### config.mk
export PLATFORM = sky130hd
export DESIGN_NAME = scanline_fetcher
export DESIGN_NICKNAME = d
export VERILOG_FILES = /design/src/rtl/scanline_pkg.sv /design/src/rtl/scanline_line_buffer_dp.sv /design/src/rtl/scanline_fetcher.sv
export SDC_FILE = /design/constraint.sdc
export NUM_CORES = 2
export LEC_CHECK = 0
export ABC_AREA = 0
export BUFFER_PORTS_ARGS = -buffer_cell sky130_fd_sc_hd__buf_2
export CAP_MARGIN = 20
export CORE_ASPECT_RATIO = 0.6
export CORE_MARGIN = 2
export CORE_UTILIZATION = 45
export CTS_CLUSTER_SIZE = 12
export DETAILED_ROUTE_END_ITERATION = 7
export SYNTH_ARGS = -nofsm -noshare
export SYNTH_HDL_FRONTEND = slang
export SYNTH_SLANG_ARGS = --single-unit
### constraint.sdc
create_clock -name Clk -period 4.5 [get_ports Clk]
set_input_delay 0.9 -clock Clk [delete_from_list [all_inputs] [get_ports Clk]]
set_output_delay 0.9 -clock Clk [all_outputs]
set_load 0.02 [all_outputs]
### src/rtl/scanline_pkg.sv
// Shared types and geometry for the scanline fetcher: FSM states, line and screen sizes,
// and the palette index type.
package scanline_pkg;

    typedef enum logic [1:0] {IDLE, FETCH, DONE} state_t;

    typedef logic [4:0] pal_t;

    localparam int WORDS_PER_LINE = 160;
    localparam int H_LOGICAL      = 320;
    localparam int H_ACTIVE       = 640;
    localparam int V_ACTIVE       = 480;

endpackage

### src/rtl/scanline_line_buffer_dp.sv
// Two 320-entry palette-index line buffers packed into one 640x5 RAM.
// The write port stores an even/odd pixel pair per memory word; the read port is registered.
module line_buffer_dp
    import scanline_pkg::*;
(
    input  logic       clk,
    input  logic       wr_en,
    input  logic       wr_sel,
    input  logic [7:0] wr_pair,
    input  logic [4:0] wr_even,
    input  logic [4:0] wr_odd,
    input  logic       rd_sel,
    input  logic [8:0] rd_idx,
    output logic [4:0] rd_data
);

    localparam int DEPTH = 2 * H_LOGICAL;

    logic [4:0] mem [0:DEPTH-1];
    logic [9:0] wa_even;
    logic [9:0] wa_odd;
    logic [9:0] ra;
    logic [8:0] rd_idx_safe;

    assign wa_even = (wr_sel ? 10'(H_LOGICAL) : 10'd0) + {1'b0, wr_pair, 1'b0};
    assign wa_odd  = wa_even + 10'd1;

    // Columns past the logical line are blanked downstream; keep the read in range.
    assign rd_idx_safe = (rd_idx < 9'(H_LOGICAL)) ? rd_idx : 9'd0;
    assign ra          = (rd_sel ? 10'(H_LOGICAL) : 10'd0) + {1'b0, rd_idx_safe};

    always_ff @(posedge clk) begin
        if (wr_en) begin
            mem[wa_even] <= wr_even;
            mem[wa_odd]  <= wr_odd;
        end
        rd_data <= mem[ra];
    end

endmodule

### src/rtl/scanline_fetcher.sv
// Double-buffered scanline fetcher: fills one line buffer from memory during blanking while
// the other is displayed at 2x horizontal scale. Build option: SCANLINE_UNDERRUN_MARK_EN.
module scanline_fetcher
    import scanline_pkg::*;
#(
    parameter logic [19:0] FRAME_BASE     = 20'h00000,
    parameter int          WORDS_PER_LINE = scanline_pkg::WORDS_PER_LINE
)(
    input  logic        Clk,
    input  logic        Reset,
    input  logic [9:0]  DrawX,
    input  logic [9:0]  DrawY,
    input  logic        new_line,
    input  logic [9:0]  fetch_y,
    output logic        mem_rd,
    output logic [19:0] mem_addr,
    input  logic        mem_ack,
    input  logic [15:0] mem_rdata,
    output logic [4:0]  memMappedValue,
    output logic        underrun
);

    localparam int WORD_W = $clog2(WORDS_PER_LINE);

    state_t            state, state_nx;
    logic [WORD_W-1:0] word;
    logic [19:0]       base;
    logic              disp_sel;
    logic              start, abort, accept, last;
    logic              vld_p1;
    pal_t              pix_p1;
    logic              unused_bits;

    assign unused_bits = ^{fetch_y[0], mem_rdata[15:13], mem_rdata[7:5]};

    always_comb begin
        state_nx = state;
        start    = 1'b0;
        abort    = 1'b0;
        accept   = 1'b0;
        last     = 1'b0;
        case (state)
            IDLE, DONE: begin
                state_nx = IDLE;
                if (new_line) begin
                    start    = 1'b1;
                    state_nx = FETCH;
                end
            end
            FETCH: begin
                // A new line outranks a same-cycle ack; the acked word is dropped.
                if (new_line) begin
                    abort = 1'b1;
                end else if (mem_ack) begin
                    accept = 1'b1;
                    if (word == WORD_W'(WORDS_PER_LINE - 1)) begin
                        last     = 1'b1;
                        state_nx = DONE;
                    end
                end
            end
            default: state_nx = IDLE;
        endcase
    end

    always_ff @(posedge Clk or posedge Reset) begin
        if (Reset) state <= IDLE;
        else       state <= state_nx;
    end

    always_ff @(posedge Clk or posedge Reset) begin
        if (Reset) begin
            word     <= '0;
            base     <= '0;
            disp_sel <= 1'b0;
            underrun <= 1'b0;
        end else begin
            if (start || abort) begin
                disp_sel <= ~disp_sel;
                word     <= '0;
                base     <= FRAME_BASE + 20'(fetch_y[9:1]) * 20'(WORDS_PER_LINE);
            end else if (accept && !last) begin
                word <= word + 1'b1;
            end
            if (abort) underrun <= 1'b1;
        end
    end

    assign mem_rd   = (state == FETCH);
    assign mem_addr = (state == FETCH) ? base + 20'(word) : 20'd0;

    line_buffer_dp u_buf (
        .clk     (Clk),
        .wr_en   (accept),
        .wr_sel  (~disp_sel),
        .wr_pair (8'(word)),
        .wr_even (mem_rdata[4:0]),
        .wr_odd  (mem_rdata[12:8]),
        .rd_sel  (disp_sel),
        .rd_idx  (DrawX[9:1]),
        .rd_data (pix_p1)
    );

    // ---- stage p1: blank mask registered alongside the buffer read ----
    always_ff @(posedge Clk or posedge Reset) begin
        if (Reset) vld_p1 <= 1'b0;
        else       vld_p1 <= (DrawX < 10'(H_ACTIVE)) && (DrawY < 10'(V_ACTIVE));
    end

`ifdef SCANLINE_UNDERRUN_MARK_EN
    logic [1:0] bad;
    logic       bad_p1;

    always_ff @(posedge Clk or posedge Reset) begin
        if (Reset) begin
            bad    <= 2'b00;
            bad_p1 <= 1'b0;
        end else begin
            if (abort)     bad[~disp_sel] <= 1'b1;
            else if (last) bad[~disp_sel] <= 1'b0;
            bad_p1 <= bad[disp_sel];
        end
    end

    assign memMappedValue = !vld_p1 ? 5'h00 : (bad_p1 ? 5'h01 : pix_p1);
`else
    assign memMappedValue = vld_p1 ? pix_p1 : 5'h00;
`endif

endmodule

# After elaboration in Yosys (flattened, before gate mapping)
# Memories as Yosys holds them, arrays and structs flattened. A register that Yosys moved wholly into a read port is not among the register bits.
# Index checks and enable logic that the tools add are counted.
[word_totals] input_bits=50 n_memories=1 word_cells=55 output_inout_bits=27 register_bits=25 ramBits=3200
[op_classes] n_eq_ne=6 addsub=5 bitwise_logic=1 order_cmp=3 n_mul=1 n_reduce_logical=8 muxes=24
[mem_list] name="u_buf.mem" words=640 width=5 read_ports=1 rd_ports_with_merged_regs=1 write_ports=2 line_no="scanline_line_buffer_dp.sv:19" rtl="logic [4:0] mem [0:DEPTH-1];"
[ops] op="two-way mux 9 bit" count=3
[ops] op="adder 10 x 9 -> 10 bit" count=2
[ops] op="adder 17 x 8 -> 18 bit" count=1
[ops] op="two-way mux 18 bit" count=1
[ops] op="two-way mux 8 bit" count=2
[ops] op="two-way mux 1 bit" count=13
[ops] op="multiplier 9 x 3 -> 12 bit (second input constant)" count=1
[ops] op="adder 10 x 1 -> 10 bit (second input constant)" count=1
[ops] op="< comparator 10 bit (second input constant)" count=1
[ops] op="< comparator 10 x 9 -> 1 bit (second input constant)" count=1
[ops] op="< comparator 9 bit (second input constant)" count=1
[ops] op="adder 8 x 1 -> 8 bit (second input constant)" count=1
[ops] op="== test 8 bit (second input constant)" count=1
[ops] op="two-way mux 2 bit" count=3
[ops] op="two-way mux 5 bit" count=1
[ops] op="!= test 2 x 1 -> 1 bit (second input constant)" count=2
[ops] op="case mux 2 bit (2 select lines)" count=1
[ops] op="AND reduction 3 bit" count=1
[ops] op="== test 2 x 1 -> 1 bit (second input constant)" count=1
[ops] op="== test 2 bit (second input constant)" count=1
[ops] op="logical AND 1 bit" count=2
[ops] op="zero test 2 bit" count=1
[ops] op="!= test 2 bit (second input constant)" count=1
[ops] op="nonzero test 2 bit" count=1
[ops] op="other kinds (4)" count=4

# Logic depth before layout (Yosys ltp)
[logic_depth] word_depth=9 ltp_mapped=14

# By module
# A second synthesis with hierarchy kept.
[hier_totals] hier_cells=8171 hier_area_um2=130452.6
[by_module_without_submodules] module="line_buffer_dp" area_per_inst_um2=128538.3 cells_each=7956 instances=1 seq_area_each_um2=96192.3
[by_module_without_submodules] module="scanline_fetcher" area_per_inst_um2=1914.3 cells_each=215 instances=1 seq_area_each_um2=625.6

# Worst setup path before layout
# OpenSTA, ideal clock, no wires.
[synth_path] kind="input to register" startpoint="in DrawX[7]" endpoint="reg u_buf.rd_data[1], read port of u_buf.mem" cell_stages=12 slack_ns=1.555 required_time_ns=4.405 path_buffers=1 setup_ns=0.095 t_arrival_ns=2.850 path_cell_list="nor2b_1 > ha_1 > clkbuf_1 > nand2_1 > a21oi_1 > o211ai_1 > a21oi_1 > o21ai_0 > a32oi_1 > a211o_1 > a311oi_1 > a221oi_1"
[synth_via] elab_chain_len=3
[synth_rtl] element="start, declared" line_no="scanline_fetcher.sv:11" rtl="input logic [9:0] DrawX,"
[synth_rtl] element="< comparator 9 bit" line_no="scanline_line_buffer_dp.sv:29" rtl="assign rd_idx_safe = (rd_idx < 9'(H_LOGICAL)) ? rd_idx : 9'd0;"
[synth_rtl] element="two-way mux 9 bit *" line_no="scanline_line_buffer_dp.sv:29"
[synth_rtl] element="adder 10 x 9 -> 10 bit *" line_no="scanline_line_buffer_dp.sv:30" rtl="assign ra = (rd_sel ? 10'(H_LOGICAL) : 10'd0) + {1'b0, rd_idx_safe};"
[synth_rtl] element="end, declared" line_no="scanline_line_buffer_dp.sv:14" rtl="output logic [4:0] rd_data"
# Mark *: on every way between the ends. The rest lies on a longest branch, timed or not.
# A chain may end at the register's enable or synchronous reset.

# Worst setup path after layout
[layout_path] startpoint="in DrawX[2]" endpoint="reg u_buf.rd_data[1], read port of u_buf.mem"
# The elaborated chain is that of the path after synthesis.

==> results.md <==
- Status: complete, but fails checks
- Violated checks: DRC
- Worst path max stage delay: 900 ps
- Category of the worst setup path capture point: flop
- Register clock-pin slew on the reported worst setup and hold paths: 60 ps
- Number of fill cells in the layout: 23,133
- Highest attainable clock frequency: 231 MHz
- Most common cell after layout, fill and taps aside: sky130_fd_sc_hd__edfxtp_1
- Area contributors post-synth: sky130_fd_sc_hd__edfxtp_1 74%, sky130_fd_sc_hd__mux2i_1 4.7%, sky130_fd_sc_hd__nand2_1 2.4%
- Drt first-iter violations: 15,720
- Kind of start point of the critical path: input pin
- Slew @ Worst Pin: 1350 ps
- Max Slew Vio Count: 0
- Count of non-filler cells in the finished layout: 13,015
- Pleak: 50.2 nW
- Total wire length: 454,000 um
- GRT Overall Usage: 0.305
- Drt wl/cell: 34.9 um
- Ratio of cells with drive above 1 in the final layout: 0.187
- Critical path's top delay family: simple AND/OR/NAND/NOR gates
- RSZ-0062 raised after global routing: false
- Worst setup path class: in2reg
- CTS sink count: 3,230
- Grt total ovfl: 0
- Mapped Avg Cell Area: 15.7 sq um
- Via density per instance: 6.46
- Library cell with the largest summed area after synthesis: sky130_fd_sc_hd__edfxtp_1
- Total power draw: 63.9 mW
- Most used cells in the layout excluding fill and tap cells: 3,200 x sky130_fd_sc_hd__edfxtp_1, 879 x sky130_fd_sc_hd__buf_4, 805 x sky130_fd_sc_hd__nand2_1
- CTS tree: yes
- Number of endpoints failing setup at the final stage: 0
- Maximum Capacitance Violations: 0
- Worst slack on hold paths: 233 ps
- Seq cells post-synth: 3,230
- Share of async-settable or async-resettable flops after synthesis: 0.00774
- Relative max-transition margin: 0.100
- Initial cell density of the core: 0.452
- Placement Rows: 152
- Register-to-Register Setup Slack: 320 ps
- Number of warnings issued by yosys: 0
- Buffer depth of the longest clock path: 4
- Final setup margin: 177 ps
- Number of instances in the placed design: 12,581
- Timing startpoint of the critical path: DrawX[2]
- I/O pin count: 77
- Hold Startpoint: fetch_y[1]
- Netlist area before placement: 129,000 sq um
- Largest voltage drop on the vdd net: 0.368 mV
- Required time at the endpoint of the critical path: 5300 ps
- Ratio of final minimum period to clock period: 0.961
- Number of buffers inserted by port buffering: 61
- Routed vias: 84,018
- Clock period minus worst slack: 4320 ps
- Via count of the first global-routing pass: 77,960
- Arrival time worst endpoint: 5120 ps
- Later-pin clock latency in the skew report: 890 ps
- Cell seen most often among critical-path stages: sky130_fd_sc_hd__buf_4
- First-pass DRT Iterations: 8
- Critical-path cell list: buf_2 > buf_4 > nand2b_2 > nor2_2 > buf_4 > a21oi_1 > o21ai_0 > o22ai_1 > nor4_1 > buf_4 > a311oi_1 > buf_4 > a221oi_1
- Area occupied by multi-input gates: 29,300 sq um
- Pre-CTS setup slack: -533 ps
- Core area: 286,000 sq um
- HPWL after DPL: 285,000 um
- Area Overhead vs Synth: 15.6%
- Most used flip-flop cell after synthesis: sky130_fd_sc_hd__edfxtp_1
- Portion of the post-synthesis area used by sequential elements: 0.750
- First-pass GRT wire length: 623,000 um
- Number of buffers created by CTS: 314
- Cell Pwr Density: 428 nW/um^2
- Root Buffer: sky130_fd_sc_hd__clkbuf_16
- Class of the most critical hold timing path: in2reg
- Cells after Synth: 8,230
- Reg area: 96,800 sq um
- Die Width: 696 um
- Maximum fanout encountered on the critical timing path: 10
- Antenna violation net count after detailed routing: 0
- Post-layout nets: 9,124
- Cell with the largest stage delay on the worst path: sky130_fd_sc_hd__nor2_2
- Cells resized by post-CTS repair: 0
- Die Footprint: 291,000 sq um
- Reg2reg start: disp_sel$_DFFE_PP0N_
- Detailed-route DRC error count: 1
- Pin count of the biggest net entering global routing: 105
- Maximum level of the CTS H-tree: 5
- Final setup skew: 34.7 ps
- Final hold viol count: 0
- EDFF count, synth: 3,200
- Last weighted congestion value of the routability-driven placer: 0.923
- Fraction of post-synthesis cell area in the top cell type by area: 0.744
- Antenna violations before repair: 47
- End-of-flow core utilization: 0.523
- Worst path buffer plus inverter count: 5
- Unique cell type count in the Yosys netlist: 94
- Die Height: 419 um
cell families (layout without fill, tap and decap cells):
logic type,after synthesis,after routing,synth area share
xor gates and xnor gates,22,22,0.00149
other,1,27,0.0000290
adders and majority gates,26,26,0.00263
muxes,819,819,0.0706
AOI/OAI and AO/OA,1776,1776,0.0908
buffers and inverters,586,1495,0.0252
and+or+nand+nor,1770,1770,0.0596
DFF,3230,3230,0.750
worst register-to-register path, delay by kind of cell (launching register included):
kind | cells | cell delay [ps]
flip-flops | 1 | 520
AO/OA/AOI/OAI | 3 | 540
AND/OR/NAND/NOR | 3 | 2060
adder cells (fa/ha/maj) | 1 | 410
buffers and inverters | 2 | 510
per-stage QoR:
stage	area [sq um]	TNS, ps
final	149000	0
after global routing	149000	0
after CTS	149000	0
after detailed placement	141000	-702
after global placement	141000	-662
after floorplan	129000	0
flip-flops by register name (all words and copies together), names as in the netlist:
register	flops
u_buf.mem	3200
u_buf.rd_data	5
word	8
vld_p1	1
state	2
base	12
disp_sel	1
underrun	1
cell type report:
class	count	share of cell area
Antenna cell	25	0.000419
Clock buffer	395	0.0566
Clock inverter	13	0.000679
Inverter	12	0.000352
Multi-Input combinational cell	4415	0.196
Sequential cell	3230	0.648
Tap cell	3850	0.0323
Timing Repair Buffer	1075	0.0651
layer usage:
| metal | share of wire | track usage |
|---|---|---|
| met3 | 0.16 | 0.107 |
| met2 | 0.41 | 0.417 |
| met5 | 0.00059 | 0.00464 |
| met4 | 0.032 | 0.0869 |
| met1 | 0.40 | 0.458 |
what timing repair did:
| action | CTS | global route |
|---|---|---|
| buffers inserted | 0 | 0 |
| hold endpoints to repair | 6 | 0 |
| hold buffers | 1 | 0 |
worst paths after layout:
path / endpoint / cells past startpoint
worst min-delay path: base[5]$_DFFE_PP0N_ / 3
max in group asynchronous: word[1]$_DFFE_PP0P_ / 4
worst max register to register: u_buf.rd_data[3]$_DFF_P_ / 9
worst min register to register: underrun$_DFFE_PP0P_ / 1
min in group asynchronous: underrun$_DFFE_PP0P_ / 3
worst max-delay path: u_buf.rd_data[1]$_DFF_P_ / 13
synthesized netlist by cell type (11+ instances only):
| cell type | n |
|---|---|
| sky130_fd_sc_hd__edfxtp_1 | 3200 |
| sky130_fd_sc_hd__nand2_1 | 826 |
| sky130_fd_sc_hd__mux2i_1 | 606 |
| sky130_fd_sc_hd__nor2_1 | 461 |
| sky130_fd_sc_hd__a21oi_1 | 404 |
| sky130_fd_sc_hd__o21ai_0 | 288 |
| sky130_fd_sc_hd__buf_2 | 229 |
| sky130_fd_sc_hd__o22ai_1 | 229 |
| sky130_fd_sc_hd__a211oi_1 | 183 |
| sky130_fd_sc_hd__clkbuf_1 | 162 |
| sky130_fd_sc_hd__mux2_2 | 155 |
| sky130_fd_sc_hd__o221ai_1 | 154 |
| sky130_fd_sc_hd__a31oi_1 | 134 |
| sky130_fd_sc_hd__nand3_1 | 120 |
| sky130_fd_sc_hd__buf_4 | 115 |
| sky130_fd_sc_hd__nor3_1 | 82 |
| sky130_fd_sc_hd__and3_1 | 71 |
| sky130_fd_sc_hd__mux4_2 | 58 |
| sky130_fd_sc_hd__a22oi_1 | 56 |
| sky130_fd_sc_hd__nor2b_1 | 50 |
| sky130_fd_sc_hd__buf_6 | 44 |
| sky130_fd_sc_hd__and2_1 | 42 |
| sky130_fd_sc_hd__nor4_1 | 39 |
| sky130_fd_sc_hd__a311oi_1 | 32 |
| sky130_fd_sc_hd__o211ai_1 | 31 |
| sky130_fd_sc_hd__a221oi_1 | 25 |
| sky130_fd_sc_hd__dfrtp_1 | 25 |
| sky130_fd_sc_hd__ha_1 | 24 |
| sky130_fd_sc_hd__buf_1 | 23 |
| sky130_fd_sc_hd__o32ai_1 | 21 |
| sky130_fd_sc_hd__a211o_1 | 18 |
| sky130_fd_sc_hd__o31ai_1 | 17 |
| sky130_fd_sc_hd__a2111oi_0 | 15 |
| sky130_fd_sc_hd__a22o_1 | 15 |
| sky130_fd_sc_hd__or3_1 | 15 |
| sky130_fd_sc_hd__nand4_1 | 14 |
| sky130_fd_sc_hd__o311ai_0 | 14 |
| sky130_fd_sc_hd__xor2_1 | 13 |
| sky130_fd_sc_hd__nand2b_1 | 12 |
| sky130_fd_sc_hd__o22a_1 | 11 |
power by group:
| group | internal (mW) | leakage [nW] | switching (mW) |
|---|---|---|---|
| sequential | 33.1 | 29.1 | 0.0687 |
| combinational | 1.91 | 16.9 | 4.83 |
| clock | 13.0 | 4.17 | 10.9 |
Power figures use the tool's default switching activity.
